<file path="config.mk">
export PLATFORM = sky130hd
export DESIGN_NAME = div
export DESIGN_NICKNAME = d
export VERILOG_FILES = /design/src/rtl/div.sv
export SDC_FILE = /design/constraint.sdc
export NUM_CORES = 1
export LEC_CHECK = 0
export CORE_MARGIN = 1
export CORE_UTILIZATION = 30
export CTS_CLUSTER_SIZE = 14
export DETAILED_ROUTE_END_ITERATION = 6
export PLACE_DENSITY = 0.5
export SYNTH_ARGS = -nofsm -noshare
export SYNTH_HDL_FRONTEND = slang
export SYNTH_SLANG_ARGS = --single-unit
</file>
<file path="constraint.sdc">
create_clock -name clk -period 9.2 [get_ports clk]
set_input_delay 2.3 -clock clk [delete_from_list [all_inputs] [get_ports clk]]
set_output_delay 2.3 -clock clk [all_outputs]
set_load 0.01 [all_outputs]
</file>
<file path="src/rtl/div.sv">
// Sequential 32-bit restoring divider (MIPS DIV/DIVU): quotient to LO, remainder to HI.
// Latency: done 33 clocks after the sampled start (2 clocks for x/0 with DIV_ZERO_FAST_EN).
// Backpressure: div_busy high while iterating; div_start is ignored while busy.
//
// Ports:
//   clk, resetn             clock (rising edge), asynchronous active-low reset
//   div_start, div_signed   request and signedness, sampled when not busy
//   div_src1, div_src2      dividend, divisor, sampled with div_start
//   div_busy, div_done      in-flight flag, one-cycle result-valid pulse
//   div_result_q/_r         quotient (LO) / remainder (HI), held until next result
//
// Optional build macro: DIV_ZERO_FAST_EN -- a zero divisor skips the iteration loop.
module div #(
  parameter int WIDTH = 32
) (
  input  logic             clk,
  input  logic             resetn,
  input  logic             div_start,
  input  logic             div_signed,
  input  logic [WIDTH-1:0] div_src1,
  input  logic [WIDTH-1:0] div_src2,
  output logic             div_busy,
  output logic             div_done,
  output logic [WIDTH-1:0] div_result_q,
  output logic [WIDTH-1:0] div_result_r
);

  localparam int            CW       = $clog2(WIDTH);
  localparam logic [CW-1:0] LAST_CNT = CW'(WIDTH - 1);

  typedef enum logic [1:0] {
    S_IDLE = 2'd0,
    S_CALC = 2'd1,
    S_FIX  = 2'd2
  } state_t;

  state_t state, state_nxt;

  logic [CW-1:0]    cnt;
  logic [WIDTH-1:0] rem;     // partial remainder R
  logic [WIDTH-1:0] quo;     // dividend bits shifting out / quotient bits shifting in (Q)
  logic [WIDTH-1:0] dvs;     // |divisor|
  logic             q_neg;
  logic             r_neg;
`ifdef DIV_ZERO_FAST_EN
  logic             zero_fast;
`endif

  // A new request is taken in IDLE and also in FIX, which allows back-to-back issue.
  logic accept;
  assign accept = div_start && (state != S_CALC);

  // Operand magnitudes; negation only applies to signed operands.
  logic             src1_neg, src2_neg;
  logic [WIDTH-1:0] src1_abs, src2_abs;
  always_comb begin
    src1_neg = div_signed & div_src1[WIDTH-1];
    src2_neg = div_signed & div_src2[WIDTH-1];
    src1_abs = src1_neg ? -div_src1 : div_src1;
    src2_abs = src2_neg ? -div_src2 : div_src2;
  end

  // One restoring step. The bit shifted out of R is kept (rem_sh is WIDTH+1 bits):
  // with a divisor above 2^31, 2R+1 can exceed 32 bits, and dropping that bit would
  // give a wrong trial result. Compare-then-subtract is the same as testing the sign
  // of the wide difference; the accepted difference always fits in WIDTH bits.
  logic [WIDTH:0]   rem_sh;
  logic             ge;
  logic [WIDTH-1:0] rem_nxt, quo_nxt;
  logic             last;
  logic [WIDTH-1:0] fix_q, fix_r;
  always_comb begin
    rem_sh  = {rem, quo[WIDTH-1]};
    ge      = (rem_sh >= {1'b0, dvs});
    rem_nxt = ge ? (rem_sh[WIDTH-1:0] - dvs) : rem_sh[WIDTH-1:0];
    quo_nxt = {quo[WIDTH-2:0], ge};
    last    = (cnt == LAST_CNT);
`ifdef DIV_ZERO_FAST_EN
    // Jump straight to what the full loop yields for a zero divisor:
    // every trial succeeds, so Q = all ones and R = |dividend|.
    if (zero_fast) begin
      rem_nxt = quo;
      quo_nxt = '1;
      last    = 1'b1;
    end
`endif
    fix_q = q_neg ? -quo_nxt : quo_nxt;
    fix_r = r_neg ? -rem_nxt : rem_nxt;
  end

  // State register
  always_ff @(posedge clk or negedge resetn) begin
    if (!resetn) state <= S_IDLE;
    else         state <= state_nxt;
  end

  // Next-state logic
  always_comb begin
    state_nxt = state;
    case (state)
      S_IDLE:  if (div_start) state_nxt = S_CALC;
      S_CALC:  if (last)      state_nxt = S_FIX;
      S_FIX:   state_nxt = div_start ? S_CALC : S_IDLE;
      default: state_nxt = S_IDLE;
    endcase
  end

  // Outputs decode from registered state only; busy drops in the done cycle.
  always_comb begin
    div_busy = (state == S_CALC);
    div_done = (state == S_FIX);
  end

  // Datapath. Results are written on the last iteration edge so they are
  // visible together with div_done, then held until the next completion.
  always_ff @(posedge clk or negedge resetn) begin
    if (!resetn) begin
      cnt          <= '0;
      rem          <= '0;
      quo          <= '0;
      dvs          <= '0;
      q_neg        <= 1'b0;
      r_neg        <= 1'b0;
      div_result_q <= '0;
      div_result_r <= '0;
`ifdef DIV_ZERO_FAST_EN
      zero_fast    <= 1'b0;
`endif
    end else if (accept) begin
      cnt   <= '0;
      rem   <= '0;
      quo   <= src1_abs;
      dvs   <= src2_abs;
      q_neg <= div_signed & (div_src1[WIDTH-1] ^ div_src2[WIDTH-1]);
      r_neg <= src1_neg;
`ifdef DIV_ZERO_FAST_EN
      zero_fast <= (div_src2 == '0);
`endif
    end else if (state == S_CALC) begin
      rem <= rem_nxt;
      quo <= quo_nxt;
      cnt <= cnt + CW'(1);
      if (last) begin
        div_result_q <= fix_q;
        div_result_r <= fix_r;
      end
    end
  end

endmodule
</file>
* Yosys cells after proc, flatten, opt, wreduce, memory -nomap -nowiden *
Cells that the tools add are included.

word-level totals
  bits in registers = 169
  input port bits = 68
  output and inout port bits = 66
  word-level logic and storage cells = 47

cells by class
  add/sub/neg operators = 6
  order comparisons = 1
  eq/ne operators = 6
  mux-type cells = 15
  bitwise gates (word level) = 5
  reductions and logical operators = 5

operator list
  cell                                                                   count
  32-bit 2-to-1 mux                                                      9
  32-bit negation                                                        4
  33-bit by 32-bit >= comparator with 1-bit output                       1
  32-bit subtractor                                                      1
  5-bit 2-to-1 mux                                                       2
  2-bit case mux with 3 select lines                                     1
  5-bit by 1-bit adder with 5-bit output, second input constant          1
  5-bit equality test, second input constant                             1
  2-bit 2-to-1 mux                                                       2
  2-bit by 1-bit != test with 1-bit output, second input constant        2
  1-bit AND                                                              3
  3-bit AND reduction                                                    1
  2-bit by 1-bit equality test with 1-bit output, second input constant  1
  2-bit equality test, second input constant                             1
  2-bit zero test                                                        1
  2-bit != test, second input constant                                   1
  2-bit AND reduction                                                    1
  2-bit nonzero test                                                     1
  1-bit logical AND                                                      1
  1-bit 2-to-1 mux                                                       1
  1-bit inverter                                                         1
  1-bit XOR                                                              1

* Depth between registers and ports, before layout *
Gate-level depths: netlist of run 1.

  word-level depth = 4
  mapped depth = 22
  depth with buffers taken out = 17

* Worst setup path before layout of run 1 *
OpenSTA, ideal clock, no wires.

  path kind = reg-to-reg
  start point = register rem[11]
  end point = register div_result_q[26]
  setup time = 133 ps
  data arrival time = 4985 ps
  data required time = 9067 ps
  path slack = 4082 ps
  stages on the path, launching flop included = 22
  path buffers = 5
  period minus slack after synthesis = 5118 ps
  cells stage by stage = dfrtp_1 -> ha_1 -> buf_2 -> a21oi_2 -> o21ai_2 -> a221oi_2 -> a211o_2 -> nand2_4 -> inv_4 -> buf_2 -> buf_2 -> buf_2 -> buf_1 -> ha_1 -> nand2b_1 -> nand2b_1 -> nand2b_1 -> or4_1 -> or4_1 -> o41ai_1 -> xor2_1 -> o21ai_0

between the ends
  cells in the longest elaborated chain, start to end = 3

RTL lines
  item                                              RTL line  RTL
  from (decl)                                       40        logic [WIDTH-1:0] rem;
  from (signal assigned)                            140       rem <= rem_nxt;
  33-bit by 32-bit >= comparator with 1-bit output  74        ge = (rem_sh >= {1'b0, dvs});
  32-bit negation                                   87        fix_q = q_neg ? -quo_nxt : quo_nxt;
  32-bit 2-to-1 mux                                 87
  to (signal assigned)                              144       div_result_q <= fix_q;
  to (decl)                                         24        output logic [WIDTH-1:0] div_result_q,

No other way between the ends.
A chain may end at the register's enable or synchronous reset.

* Worst setup path after layout of run 1 *
  start point = register rem[13]
  end point = register div_result_r[28]

between the ends
  cells in the longest elaborated chain, start to end = 4
  elaborated cells on any way between the ends = 5
  classes of those cells = add/sub (2); order compare (1); mux (2)

RTL lines
  item                                                                                          RTL line  RTL
  32-bit subtractor / 33-bit by 32-bit >= comparator with 1-bit output (equally long branches)  75, 74
  32-bit 2-to-1 mux (*)                                                                         75        rem_nxt = ge ? (rem_sh[WIDTH-1:0] - dvs) : rem_sh[WIDTH-1:0];
  32-bit negation                                                                               88        fix_r = r_neg ? -rem_nxt : rem_nxt;
  32-bit 2-to-1 mux (*)                                                                         88
  to (signal assigned)                                                                          145       div_result_r <= fix_r;
  to (decl)                                                                                     25        output logic [WIDTH-1:0] div_result_r

Mark *: on every way between the ends. The rest lies on a longest branch, timed or not.

==> impl_metrics.ini, run 1 <==
[run_status]
status = finished clean

[setup_path]
path_cells = ha_1, nand4_1, nor4_1, a31oi_1, o21a_1, nand2_4, inv_4, mux2i_1, ha_1, and3_1, mux2_2, nand2_1, or4b_4, or4_1, nand3_1
cp-start-kind = flip-flop
crit_top_cell = ha_1
crit_required_ns = 9.61
endpoint_kind = flip-flop
slowest_stage = nor4_1
path_class = reg2reg
arrival_ns = 6.06
cp_slowest_stage_delay_ns = 0.72
critPathMaxFanout = 42

[routing]
drt-pass1-iter-count = 5
via_per_inst = 5.22
drc = 0
wl_per_cell_um = 17.8
drt_iter0_drc = 745
drt-total-wl_mm = 37.5
vias = 11000
drtAntennaViolNets = 0

[placed_design]
place_inst = 2068
dp_slack_ns = 3.31
place.gp.congestion = 0.905
dp_hpwl_mm = 28.8
numPortBuffers = 133

[die]
io_pins = 134
die_y_um = 202
core_sq_um = 39100
dieArea_sq_um = 40900
rows = 72
initial_core_util_pct = 30.7
die_w_um = 202

[synth]
syn-num-nets = 1595
ys_types = 89
netlist_area_sq_um = 12000
ys_ff_latch = 169
ys.flop_type = dfrtp_1
async_reset_ff_share_pct = 100
ys_seq_area_share_pct = 35.2
avgSynthCellArea_sq_um = 8.08
syn_inst = 1488
yosys_warnings = 0
synth_edf_count = 0

[global_routing]
track_usage_pct = 18.6
antenna_found_initial = 0
grt_max_degree = 75
busiest_layer = met1
grt-ovfl-total = 0
use_met2_pct = 25.9
met3_usage_pct = 3.82
grt_pass1_wl_mm = 59.7
grt_pass1_vias = 10300
use_met1_pct = 28.8

[timing]
period_share_pct = 61.4
worstMarginPinSlew_ns = 1.02
setup_violations = 0
clock.fmax_mhz = 177
rsz0062_at_grt = false
timing.slew.headroom_pct = 31.7
fin_crit_ns = 5.65
setup-tns-final_ns = 0
slew_viol_final = 0
fin_skew_ns = 0.0227
layout_setup_ws_ns = 3.55
hold_viol_final = 0

[cts]
cts_tree = yes
path_clk_slew_ns = 0.09
root_buffer = clkbuf_16
hold_buffers = 0
cts_buffer_depth = 2
cts_resized = 0
post_cts_buffers = 0
cts_made_buffers = 17
cts.sinks = 169
clock_latency_ns = 0.47
cts_max_level = 4

[pwr]
p_leak_nw = 5.80
powerDensity_nw_per_um2 = 461
power.total_mw = 6.61
irDropWorstVdd_uv = 169

[layout]
diodes = 0
layout_commonest_cell = o21ai_0
mostFrequentLayoutCells = 248 x o21ai_0, 217 x nand2_1, 169 x dfrtp_1
final_cell_count_no_fill = 2100
finalNetCount = 1676
drive_above_1_share_pct = 4.93
syn_to_final_growth_pct = 19.3

[flow_run]
drv_cap = 0

[worst_hold_path]
hold_class = reg2reg
-- final cells by class --
type                       count  area, sq um
clock buffer                  18          439
clock inverter                14          150
fill                        4103        24800
inverter                      59          224
multi-input combinational   1179         7240
sequential                   169         4230
tap                          518          648
timing repair buffer         143         1410
-- where the power goes --
part	leakage, nW	internal, mW	switching, mW	total, mW
clock network	0.283	0.370	0.363	0.732
registers	1.99	1.11	0.382	1.49
logic	3.53	1.70	2.69	4.39
total	5.80	3.18	3.44	6.61
-- flip-flops by register name, summed over array words and instances, names as in the netlist --
name / flops
cnt: 5
q_neg: 1
quo: 32
state: 2
rem: 32
div_result_r: 32
r_neg: 1
div_result_q: 32
dvs: 32
-- worst paths after layout --
check | start | endpoint | slack (ns) | depth (start not counted)
max in group asynchronous | resetn | div_result_r[13] | 6.09 | 2
max reg2reg | rem[13] | div_result_r[28] | 3.55 | 15
min in group asynchronous | resetn | dvs[29] | 1.84 | 1
min reg2reg | div_result_q[23] | div_result_q[23] | 0.48 | 2
min | div_result_q[23] | div_result_q[23] | 0.48 | 2
max | rem[13] | div_result_r[28] | 3.55 | 15
-- routing by layer --
| metal | up-vias | part of all wire (%) |
|---|---|---|
| li1 | 5533 | - |
| met1 | 5128 | 52 |
| met2 | 275 | 41 |
| met3 | 30 | 5.5 |
| met4 | 0 | 1.2 |
| met5 | - | 0 |
-- stage by stage --
| step | area (sq um) | util, % | hold WS [ns] |
|---|---|---|---|
| global placement | 13700 | 35.2 | 0.462 |
| floorplan | 12000 | - | 0.443 |
| detailed placement | 13700 | 35.2 | 0.469 |
| global route | 14300 | 36.7 | 0.506 |
| finish | 14300 | 36.7 | 0.479 |
| CTS | 14300 | 36.7 | 0.480 |
-- cell families (layout without fill, tap and decap cells) --
| kind of cell | count (synthesis) | after routing | synth area share, % |
|---|---|---|---|
| AOI/OAI and AO/OA | 478 | 478 | 24.3 |
| muxes | 24 | 24 | 2.03 |
| adders and majority gates | 39 | 39 | 4.12 |
| DFF | 169 | 169 | 35.2 |
| and+or+nand+nor | 512 | 512 | 20.5 |
| buffers and inverters | 140 | 234 | 4.63 |
| xor gates and xnor gates | 126 | 126 | 9.18 |
-- cell usage after synthesis, types with 4 or more instances --
cell type,number,share of area (%)
a21o_1,9,0.56
nand4_1,14,0.73
nor3_1,20,0.83
or3_1,18,0.94
o21a_1,11,0.69
clkbuf_1,58,1.8
or4_1,24,1.5
xor2_1,72,5.2
o21ai_1,5,0.21
buf_2,14,0.58
mux2i_1,21,1.7
a31oi_1,9,0.47
nor4_1,15,0.78
ha_1,38,4.0
buf_1,7,0.22
o31a_1,7,0.51
dfrtp_1,169,35
nor2b_1,6,0.31
nand2_1,218,6.8
o211a_1,4,0.33
inv_1,57,1.8
nand3_1,58,2.4
o211ai_1,10,0.62
xnor2_1,54,3.9
and3_1,8,0.42
o22ai_1,6,0.31
o31ai_1,22,1.4
and2_1,9,0.47
o21ai_0,248,10
nor2_1,89,2.8
o41ai_1,12,0.87
a21oi_1,77,3.2
nand2b_1,11,0.57
-- critical path, delay by kind of cell (launching register included) --
family | cells | cell delay [ns]
multiplexers | 2 | 0.54
flip-flops | 1 | 0.48
AND/OR/NAND/NOR | 8 | 2.93
buffers and inverters | 1 | 0.35
AO/OA/AOI/OAI | 2 | 0.49
adder cells (fa/ha/maj) | 2 | 0.78
Note: power is estimated with default switching activity, not from simulation.
==> run 2: changes to the inputs <==
==> constraint.sdc (replaced) <==
create_clock -name clk -period 5.2 [get_ports clk]
set_input_delay 1.3 -clock clk [delete_from_list [all_inputs] [get_ports clk]]
set_output_delay 1.3 -clock clk [all_outputs]
set_load 0.01 [all_outputs]
==> impl_metrics.ini, run 2 (synthesized netlist as in run 1, its figures left out) <==
[run_status]
status = finished clean

[layout]
seqCellArea_sq_um = 4230
mostFrequentLayoutCells = 248 x o21ai_0, 217 x nand2_1, 169 x dfrtp_1
multiInputGateArea_sq_um = 7240
utilization_pct = 36.9
final_cell_area_sq_um = 14400
finalNetCount = 1691
drive_above_1_share_pct = 5.70
layout_commonest_cell = o21ai_0
syn_to_final_growth_pct = 20.2
final.fill_count = 4126

[timing]
hold_slack_ns = 0.472
timing.slew.headroom_pct = 36.0
clock.fmax_mhz = 210
hold_viol_final = 0
fin_skew_ns = 0.0143
fin_crit_ns = 4.76
period_share_pct = 91.6
setup_violations = 0
slew_viol_final = 0
setup-tns-final_ns = 0
worstMarginPinSlew_ns = 0.961
rsz0062_at_grt = false

[cts]
cts_tree = yes
cts.sinks = 169
hold_buffers = 0
clock_latency_ns = 0.47
post_cts_buffers = 0
cts_made_buffers = 17
root_buffer = clkbuf_16
path_clk_slew_ns = 0.08
cts_buffer_depth = 2
cts_resized = 0
cts_max_level = 4

[worst_hold_path]
hold_class = reg2reg
min_from = cnt[3]
min_path_cells = 1
min_to = cnt[3]

[global_routing]
grt_max_degree = 80
grt-ovfl-total = 0
track_usage_pct = 19.3
grt_pass1_wl_mm = 61.7
grt_pass1_vias = 10600
antenna_found_initial = 1

[setup_path]
path_class = reg2reg
reg2reg_slack_ns = 0.44
crit_required_ns = 5.60
timing.rr.start = rem[9]
arrival_ns = 5.17
ff2ff_path_depth = 16
critPathTopFamily = simple AND/OR/NAND/NOR gates
slowest_stage = nor4_1
endpoint_kind = flip-flop
critPathMaxFanout = 12
cp-start-kind = flip-flop
path_cells = ha_1, nand4_1, nor4_1, a31oi_1, o21a_1, nand2_4, buf_4, nand2_1, o21ai_0, ha_1, and3_1, mux2_2, nand2_1, or4b_4, or4_1, nand3_1
timing.critical_path.buf_inv = 1
cp_slowest_stage_delay_ns = 0.68
rr_endpoint = div_result_r[28]

[die]
die_y_um = 202
rows = 72
initial_core_util_pct = 30.7
io_pins = 134
die_w_um = 202
core_sq_um = 39100
dieArea_sq_um = 40900

[routing]
via_per_inst = 5.23
drt-pass1-iter-count = 6
vias = 11100
drt-total-wl_mm = 38.5
drt_iter0_drc = 905
drtAntennaViolNets = 0
drc = 0
wl_per_cell_um = 18.2

[pwr]
swShare_pct = 51.5
irDropWorstVdd_uv = 301
seqPwrFrac_pct = 22.0
p_leak_nw = 5.87
power.switching_mw = 6.13
clockPowerShare_pct = 10.8
powerDensity_nw_per_um2 = 825
p_int_mw = 5.78
p_comb_share_pct = 67.2

[flow_run]
drv_cap = 0

[placed_design]
numPortBuffers = 133
place.gp.congestion = 0.851
dp_hpwl_mm = 29.9
place_area_sq_um = 13900
[run 2: how the worst max path moves through the flow]
stage	start	end	slack, ns	depth (start not counted)
6_report	rem[9]	div_result_r[28]	0.44	16
5_1_grt	rem[6]	div_result_r[28]	0.13	16
4_1_cts	rem[6]	div_result_r[28]	0.48	16
3_5_place_dp	div_src1[8]	quo[27]	0.40	10
3_3_place_gp	div_src1[8]	quo[29]	0.42	10
2_1_floorplan	rem[11]	div_result_q[26]	0.08	21
[run 2: area by class of cell]
class / instances / share of cell area [%]
clock buffers: 19 / 3.07
diodes: 1 / 0.0173
well taps: 518 / 4.49
inverters: 59 / 1.55
flip-flops and latches: 169 / 29.3
repair buffers: 158 / 10.5
multi-input cells: 1179 / 50.1
clock inverters: 12 / 0.944
[run 2: routing by layer]
| layer | track usage, % | part of all wire (%) | vias up |
|---|---|---|---|
| met5 | 0 | 0 | - |
| met4 | 5.83 | 1.6 | 0 |
| met3 | 2.76 | 4.3 | 34 |
| met2 | 26.9 | 41 | 266 |
| met1 | 30.1 | 53 | 5222 |
| li1 | - | - | 5545 |
[run 2: power by group through the flow]
stage,combinational (mW),clock [mW],sequential [mW]
floorplan,5.41,0,2.49
global placement,7.86,0,2.61
detailed placement,7.92,0,2.64
CTS,7.95,1.33,2.62
global route,8.87,1.38,2.73
finish,8.00,1.29,2.62
[run 2: metrics by stage]
stage	std cells	worst slack, ns	total power, mW
2_1_floorplan	1488	0.0817	7.91
3_3_place_gp	2083	0.419	10.5
3_5_place_dp	2083	0.396	10.6
4_1_cts	2114	0.480	11.9
5_1_grt	2115	0.132	13.0
6_report	2115	0.436	11.9
